### src/rtl/npc_defs.sv
// npc_defs: NPCop encodings, sequencer FSM states and the default reset PC.
package npc_defs;
    localparam logic [31:0] RESET_PC_DEF = 32'h0000_3000;
    localparam logic [3:0] JUMP = 4'b0000;
    localparam logic [3:0] JAL  = 4'b0001;
    localparam logic [3:0] BEQ  = 4'b0010;
    localparam logic [3:0] BNE  = 4'b0011;
    localparam logic [3:0] BGEZ = 4'b0100;
    localparam logic [3:0] BGTZ = 4'b0101;
    localparam logic [3:0] BLEZ = 4'b0110;
    localparam logic [3:0] BLTZ = 4'b0111;
    localparam logic [3:0] JR   = 4'b1000;
    localparam logic [3:0] JALR = 4'b1000;
    localparam logic [3:0] ADD4 = 4'b1111;
    typedef enum logic [1:0] {RUN, WAIT, WAIT_KILL} state_t;
endpackage

### src/rtl/pc_sequencer_branch_cond.sv
// branch_cond: decides whether the EX-stage conditional branch is taken.
module branch_cond
    import npc_defs::*;
(
    input  logic [3:0] op,
    input  logic       zero,
    input  logic       neg,
    input  logic       rs_zero,
    output logic       taken
);
    always_comb begin
        taken = op == BEQ  ? zero :
                op == BNE  ? !zero :
                op == BGEZ ? !neg :
                op == BGTZ ? !neg && !rs_zero :
                op == BLEZ ? neg || rs_zero :
                op == BLTZ ? neg : 1'b0;
    end
endmodule

### src/rtl/pc_sequencer.sv
// pc_sequencer: fetch PC register and next-PC selection with fetch handshake and squash control.
module pc_sequencer
    import npc_defs::*;
#(
    parameter logic [31:0] RESET_PC = RESET_PC_DEF,
    parameter int          CNT_W    = 16
) (
    input  logic             clk,
    input  logic             rst,
    input  logic             stall,
    input  logic [3:0]       id_op,
    input  logic [31:0]      id_pc_plus_4,
    input  logic [25:0]      id_target,
    input  logic [31:0]      id_rs,
    input  logic [3:0]       ex_op,
    input  logic [31:0]      ex_pc_plus_4,
    input  logic [31:0]      ex_offset,
    input  logic             ex_zero,
    input  logic             ex_neg,
    input  logic             ex_rs_zero,
    output logic             imem_req,
    input  logic             imem_ready,
    output logic [31:0]      pc,
    output logic [31:0]      pc_plus_4,
    output logic             if_valid,
    output logic             flush_ifid,
    output logic             flush_idex,
    output logic [CNT_W-1:0] taken_cnt
);
    state_t      state;
    logic [31:0] pend_pc;
    logic        ex_taken;
    logic        id_jump;
    logic        redirect;
    logic [31:0] ex_tgt;
    logic [31:0] id_tgt;
    logic [31:0] target;

    branch_cond u_cond (
        .op      (ex_op),
        .zero    (ex_zero),
        .neg     (ex_neg),
        .rs_zero (ex_rs_zero),
        .taken   (ex_taken)
    );

    // An EX redirect always wins and drops any younger ID jump.
    always_comb begin
        id_jump  = !stall && !ex_taken && (id_op == JUMP || id_op == JAL || id_op == JR);
        redirect = ex_taken || id_jump;
        ex_tgt   = ex_pc_plus_4 + ex_offset;
        id_tgt   = id_op == JR ? id_rs : (id_pc_plus_4 & 32'hF000_0000) | {4'h0, id_target, 2'b00};
        target   = ex_taken ? ex_tgt : id_tgt;
        imem_req   = !rst;
        pc_plus_4  = pc + 32'd4;
        if_valid   = !rst && state != WAIT_KILL && imem_ready && !stall;
        flush_ifid = !rst && redirect;
        flush_idex = !rst && ex_taken;
    end

    // WAIT_KILL parks the redirect in pend_pc until the in-flight stale fetch returns.
    always_ff @(posedge clk) begin
        if (rst) begin
            pc        <= RESET_PC;
            state     <= RUN;
            pend_pc   <= '0;
            taken_cnt <= '0;
        end else begin
            if (redirect)
                taken_cnt <= taken_cnt + CNT_W'(1);
            if (state == WAIT_KILL) begin
                if (redirect)
                    pend_pc <= target;
                if (imem_ready) begin
                    pc    <= redirect ? target : pend_pc;
                    state <= RUN;
                end
            end else if (imem_ready) begin
                pc    <= redirect ? target : stall ? pc : pc_plus_4;
                state <= RUN;
            end else if (redirect) begin
                pend_pc <= target;
                state   <= WAIT_KILL;
            end else begin
                state <= WAIT;
            end
        end
    end
endmodule

### config.mk
export PLATFORM = sky130hd
export DESIGN_NAME = pc_sequencer
export DESIGN_NICKNAME = d
export VERILOG_FILES = /design/src/rtl/npc_defs.sv /design/src/rtl/pc_sequencer_branch_cond.sv /design/src/rtl/pc_sequencer.sv
export SDC_FILE = /design/constraint.sdc
export NUM_CORES = 1
export LEC_CHECK = 0
export BUFFER_PORTS_ARGS = -buffer_cell sky130_fd_sc_hd__buf_2
export CAP_MARGIN = 40
export CELL_PAD_IN_SITES_DETAIL_PLACEMENT = 1
export CELL_PAD_IN_SITES_GLOBAL_PLACEMENT = 2
export CORE_ASPECT_RATIO = 1.4
export CORE_MARGIN = 8
export CORE_UTILIZATION = 27
export DETAILED_ROUTE_END_ITERATION = 10
export HOLD_SLACK_MARGIN = 0.02
export PLACE_DENSITY = 0.92
export SLEW_MARGIN = 20
export SYNTH_ARGS = -nofsm -noshare
export SYNTH_HDL_FRONTEND = slang
export SYNTH_SLANG_ARGS = --single-unit
### constraint.sdc
create_clock -name clk -period 3.2 [get_ports clk]
set_input_delay 0.32 -clock clk [delete_from_list [all_inputs] [get_ports clk]]
set_output_delay 0.32 -clock clk [all_outputs]
set_load 0.1 [all_outputs]
# == Word level (Yosys, flattened, before mapping) ==
# Index checks and enable logic that the tools add are counted.
# word_totals
regBits,82
input_bits,169
out_inout_bits,84
word_cells,61
# op_classes
addsub,3
eq_ne,13
n_mux,20
n_bitwise,1
n_reduce_logical,20
# op_table
op,n
two-way mux 32 bit,10
adder 32 x 3 -> 32 bit (second input constant),1
adder 32 bit,1
OR 32 x 28 -> 32 bit,1
adder 16 x 1 -> 16 bit (second input constant),1
equality test 4 x 3 -> 1 bit (second input constant),4
equality test 4 x 2 -> 1 bit (second input constant),2
logical AND 1 bit,8
two-way mux 2 bit,4
logical NOT 1 bit,6
two-way mux 1 bit,6
equality test 4 x 1 -> 1 bit (second input constant),1
equality test 4 bit (second input constant),1
logical NOT 4 bit,1
logical OR 1 bit,4
inequality test 2 bit (second input constant),2
inequality test 3 x 1 -> 1 bit (second input constant),1
equality test 2 bit (second input constant),1
inequality test 2 x 1 -> 1 bit (second input constant),1
AND reduction 2 bit,1

# == Longest topological paths before layout ==
# logic_depth
word_depth,14
depth_mapped,11
ltp_nobuf,11

# == Hierarchy ==
# A second synthesis with hierarchy kept.
# hier_totals
cells_unflattened,926
area_unflattened_um2,6774.0
# by_module_without_submodules
module,instances,cells_each,area_each_um2,seq_area_each_um2
pc_sequencer,1,917,6717.7,1641.6
branch_cond,1,9,56.3,0.0

# == Worst setup path after synthesis ==
# OpenSTA, ideal clock, no wires.
# synth_timing
kind,flip-flop to flip-flop
from,reg pc[2]
to,reg pc[30]
setup_time_ns,0.064
arrival_time_ns,4.345
required_ns,3.136
path_slack_ns,-1.209
path_stages_with_launch,11
path_buffers,1
period_less_slack_ns,4.409
path_cell_list,dfxtp_1 -> ha_1 -> and3_1 -> buf_2 -> and2_1 -> and3_1 -> nand4_1 -> xnor2_1 -> nor2_1 -> o221ai_1 -> o221a_1
# synth_between
elab_chain_cells,5
# synth_lines
item,line,text
"start, declared",pc_sequencer.sv:23,"output logic [31:0] pc,"
"start signal, assigned",pc_sequencer.sv:75,pc <= redirect ? target : pend_pc;
"start signal, assigned",pc_sequencer.sv:79,pc <= redirect ? target : stall ? pc : pc_plus_4;
adder 32 x 3 -> 32 bit,pc_sequencer.sv:55,pc_plus_4 = pc + 32'd4;
via pc_plus_4[30],pc_sequencer.sv:24,"output logic [31:0] pc_plus_4,"
two-way mux 32 bit (2 in a row),pc_sequencer.sv:79,
two-way mux 32 bit,pc_sequencer.sv:78,end else if (imem_ready) begin
two-way mux 32 bit,pc_sequencer.sv:71,if (state == WAIT_KILL) begin
# The timed path passes the listed nets, and every way through them passes these cells. The select of a mux whose other input is x is not followed.
# A chain may end at the register's enable or synchronous reset.

# == Final worst setup path ==
# layout_timing
from,reg pc[18]
to,out pc_plus_4[30]
# layout_between
elab_chain_cells,1
# layout_lines
item,line
adder 32 x 3 -> 32 bit,pc_sequencer.sv:55
"end, declared",pc_sequencer.sv:24
# Every way passes these cells.

==> flow_summary.json <==
{
  "p_per_area_mw_per_mm2": 450,
  "status": "finished, final reports clean",
  "drc": 0,
  "first_pass_iters": 4,
  "cts-root-buf": "clkbuf_16",
  "dp.final_hpwl_um": 23200,
  "combPwrFrac": 0.413,
  "worst_slack_ns": 0.156,
  "row_count": 67,
  "timing.slew.headroom": 0.504,
  "core_mm2": 0.0238,
  "antenna_found_initial": 1,
  "fmax_ghz": 0.329,
  "antenna_left": 0,
  "yosysSeqAreaShare": 0.253,
  "gp_congestion": 0.866,
  "p_sw_uw": 1680,
  "drt-total-wl_um": 28000,
  "period_share": 0.951,
  "critPathLaunch": "pc[18]$_SDFFE_PP0P_",
  "min_from": "imem_ready",
  "switching_share": 0.429,
  "synthSimpleGateAreaFrac": 0.230,
  "pwr-share-clk": 0.287,
  "die_w_um": 147,
  "ys_types": 79,
  "synth_top_family_by_area": "compound AO/OA/AOI/OAI gates",
  "setup_viol": 0,
  "layout.nets": 1267,
  "worstRegToRegCells": 9,
  "dpl.cell_count": 1363,
  "hold_viol": 0,
  "final_util": 0.366,
  "grt_pass1_vias": 7811,
  "drtIter0Drc": 315,
  "cts.sinks": 82,
  "dpl_worst_slack_ns": 0.0260,
  "holdPathStages": 2,
  "cts_max_path_buffers": 2,
  "r2r_start": "pc[15]$_SDFFE_PP0P_",
  "track_usage": 0.186,
  "clkTransAtPathRegs_ns": 0.07,
  "cap_violations": 0,
  "cts_tree": "built",
  "synth_seq_cells": 82,
  "synth_adder_area_share": 0.0667,
  "syn-cell-area_mm2": 0.00649,
  "critPathArrivalTime_ns": 2.72,
  "fin_crit_ns": 3.04,
  "routed_via_density": 5.29,
  "yosysWarnings": 0,
  "h-tree-depth": 3,
  "dieArea_mm2": 0.0293,
  "numPortBuffers": 224,
  "clk_latency_ns": 0.34,
  "whs_ns": 0.362,
  "cp_max_fo": 5,
  "grt_max_degree": 33,
  "io_pins": 253,
  "drive_gt1_frac": 0.329,
  "p_seq_frac": 0.300,
  "cp.required_ns": 2.88,
  "cts_inserted_buffers": 9,
  "syn_area_per_cell_um2": 7.65,
  "overflow": 0,
  "via_count": 7296,
  "grt_pass1_wl_um": 43100,
  "final_cell_mix": "223 x buf_2, 108 x nor2_1, 71 x nand2_1",
  "rsz0062_at_grt": "false",
  "leakage_uw": 0.00389,
  "worstMarginPinSlew_ns": 0.737,
  "endpoint_kind": "output port",
  "dieHeight_um": 199,
  "ys.flop_type": "dfxtp_1",
  "async_flop_share": 0,
  "syn_to_final_growth_pct": 34.4,
  "cp-start-kind": "register",
  "slew_viol_final": 0,
  "muxShareOfSynthArea": 0.0609,
  "synth_edf_count": 0,
  "min_path_type": "primary input to register",
  "synth-compound-area-share": 0.259,
  "p_int_uw": 2240,
  "finClkSkew_ns": 0.00806,
  "syn-num-nets": 1052,
  "final_common_cell": "buf_2",
  "detail_route.wl_per_cell_um": 20.3,
  "initial_core_util": 0.273,
  "layout.cells.non_filler": 1380,
  "synth_xor_area_frac": 0.0863,
  "peakVddDrop_mv": 0.231,
  "critical_path_class": "register to output port",
  "synthCells": 849
}
## layout make-up
| type | instances | area (µm²) |
|---|---|---|
| Multi-Input combinational cell | 701 | 4910 |
| Inverter | 15 | 56.3 |
| Sequential cell | 82 | 1670 |
| Clock inverter | 6 | 90.1 |
| Fill cell | 2949 | 15100 |
| Timing Repair Buffer | 255 | 1380 |
| Antenna cell | 1 | 2.50 |
| Clock buffer | 10 | 229 |
| Tap cell | 310 | 388 |
## power by group through the flow
stage / sequential, µW / combinational (µW) / clock [µW]
2_1_floorplan: 1450 / 932 / 0
3_5_place_dp: 1200 / 1620 / 0
4_1_cts: 1180 / 1630 / 1150
5_1_grt: 1190 / 1720 / 1190
6_report: 1180 / 1620 / 1130
3_3_place_gp: 1200 / 1600 / 0
## cells by family (layout without fill, tap and decap cells)
kind of cell    Yosys count  in the layout
buf+inv                  66            286
fa+ha+maj                34             34
xor+xnor                 64             64
flops                    82             82
mux                      38             38
simple gates            314            314
other cells               0              1
compound gates          251            251
## worst max-delay path, cell delays in order (launching register included)
cell	delay [ns]
dfxtp_2	0.42
and3_1	0.23
and3_1	0.26
and3_1	0.30
and3_1	0.26
nand4_1	0.22
xnor2_4	0.23
buf_2	0.45
## stage by stage
stage | area (µm²) | TNS, ns | power (µW)
after floorplan | 6830 | -0.377 | 2390
after global placement | 8400 | 0 | 2800
after detailed placement | 8400 | 0 | 2830
after CTS | 8720 | 0 | 3960
after global routing | 8720 | 0 | 4100
final | 8720 | 0 | 3930
## Yosys cell counts, drive strengths merged (16+ instances only)
master,instances,area share
a21oi,70,0.058
and3,20,0.019
buf,16,0.015
clkbuf,35,0.020
dfxtp,82,0.25
ha,33,0.064
mux2i,26,0.040
nand2,71,0.041
nand3,33,0.027
nor2,109,0.063
nor3,26,0.021
o21ai,72,0.056
xnor2,37,0.050
xor2,27,0.036
## sequential cells by signal, indices dropped and copies added (netlist names)
name	flops
taken_cnt	16
pc	32
pend_pc	32
state	2
## repair_timing
action                     CTS  global route
setup buffers                0             0
resized for setup            0             1
setup endpoints to repair    0             3
hold buffers                 0             0
## metal layers
layer | GRT usage | up-vias | wire length [µm]
li1 | - | 3506 | -
met1 | 0.204 | 3517 | 11200
met2 | 0.341 | 224 | 14400
met3 | 0.0338 | 49 | 1280
met4 | 0.0867 | 0 | 1090
met5 | 0 | - | 0
## final timing paths
check,end,slack (ns)
min,state[0]$_SDFFE_PP0P_,0.36
max,pc_plus_4[30],0.16
max reg2reg,pc[29]$_SDFFE_PP0P_,0.60
min reg2reg,pend_pc[27]$_SDFFE_PP0P_,0.44
Power figures use the tool's default switching activity.
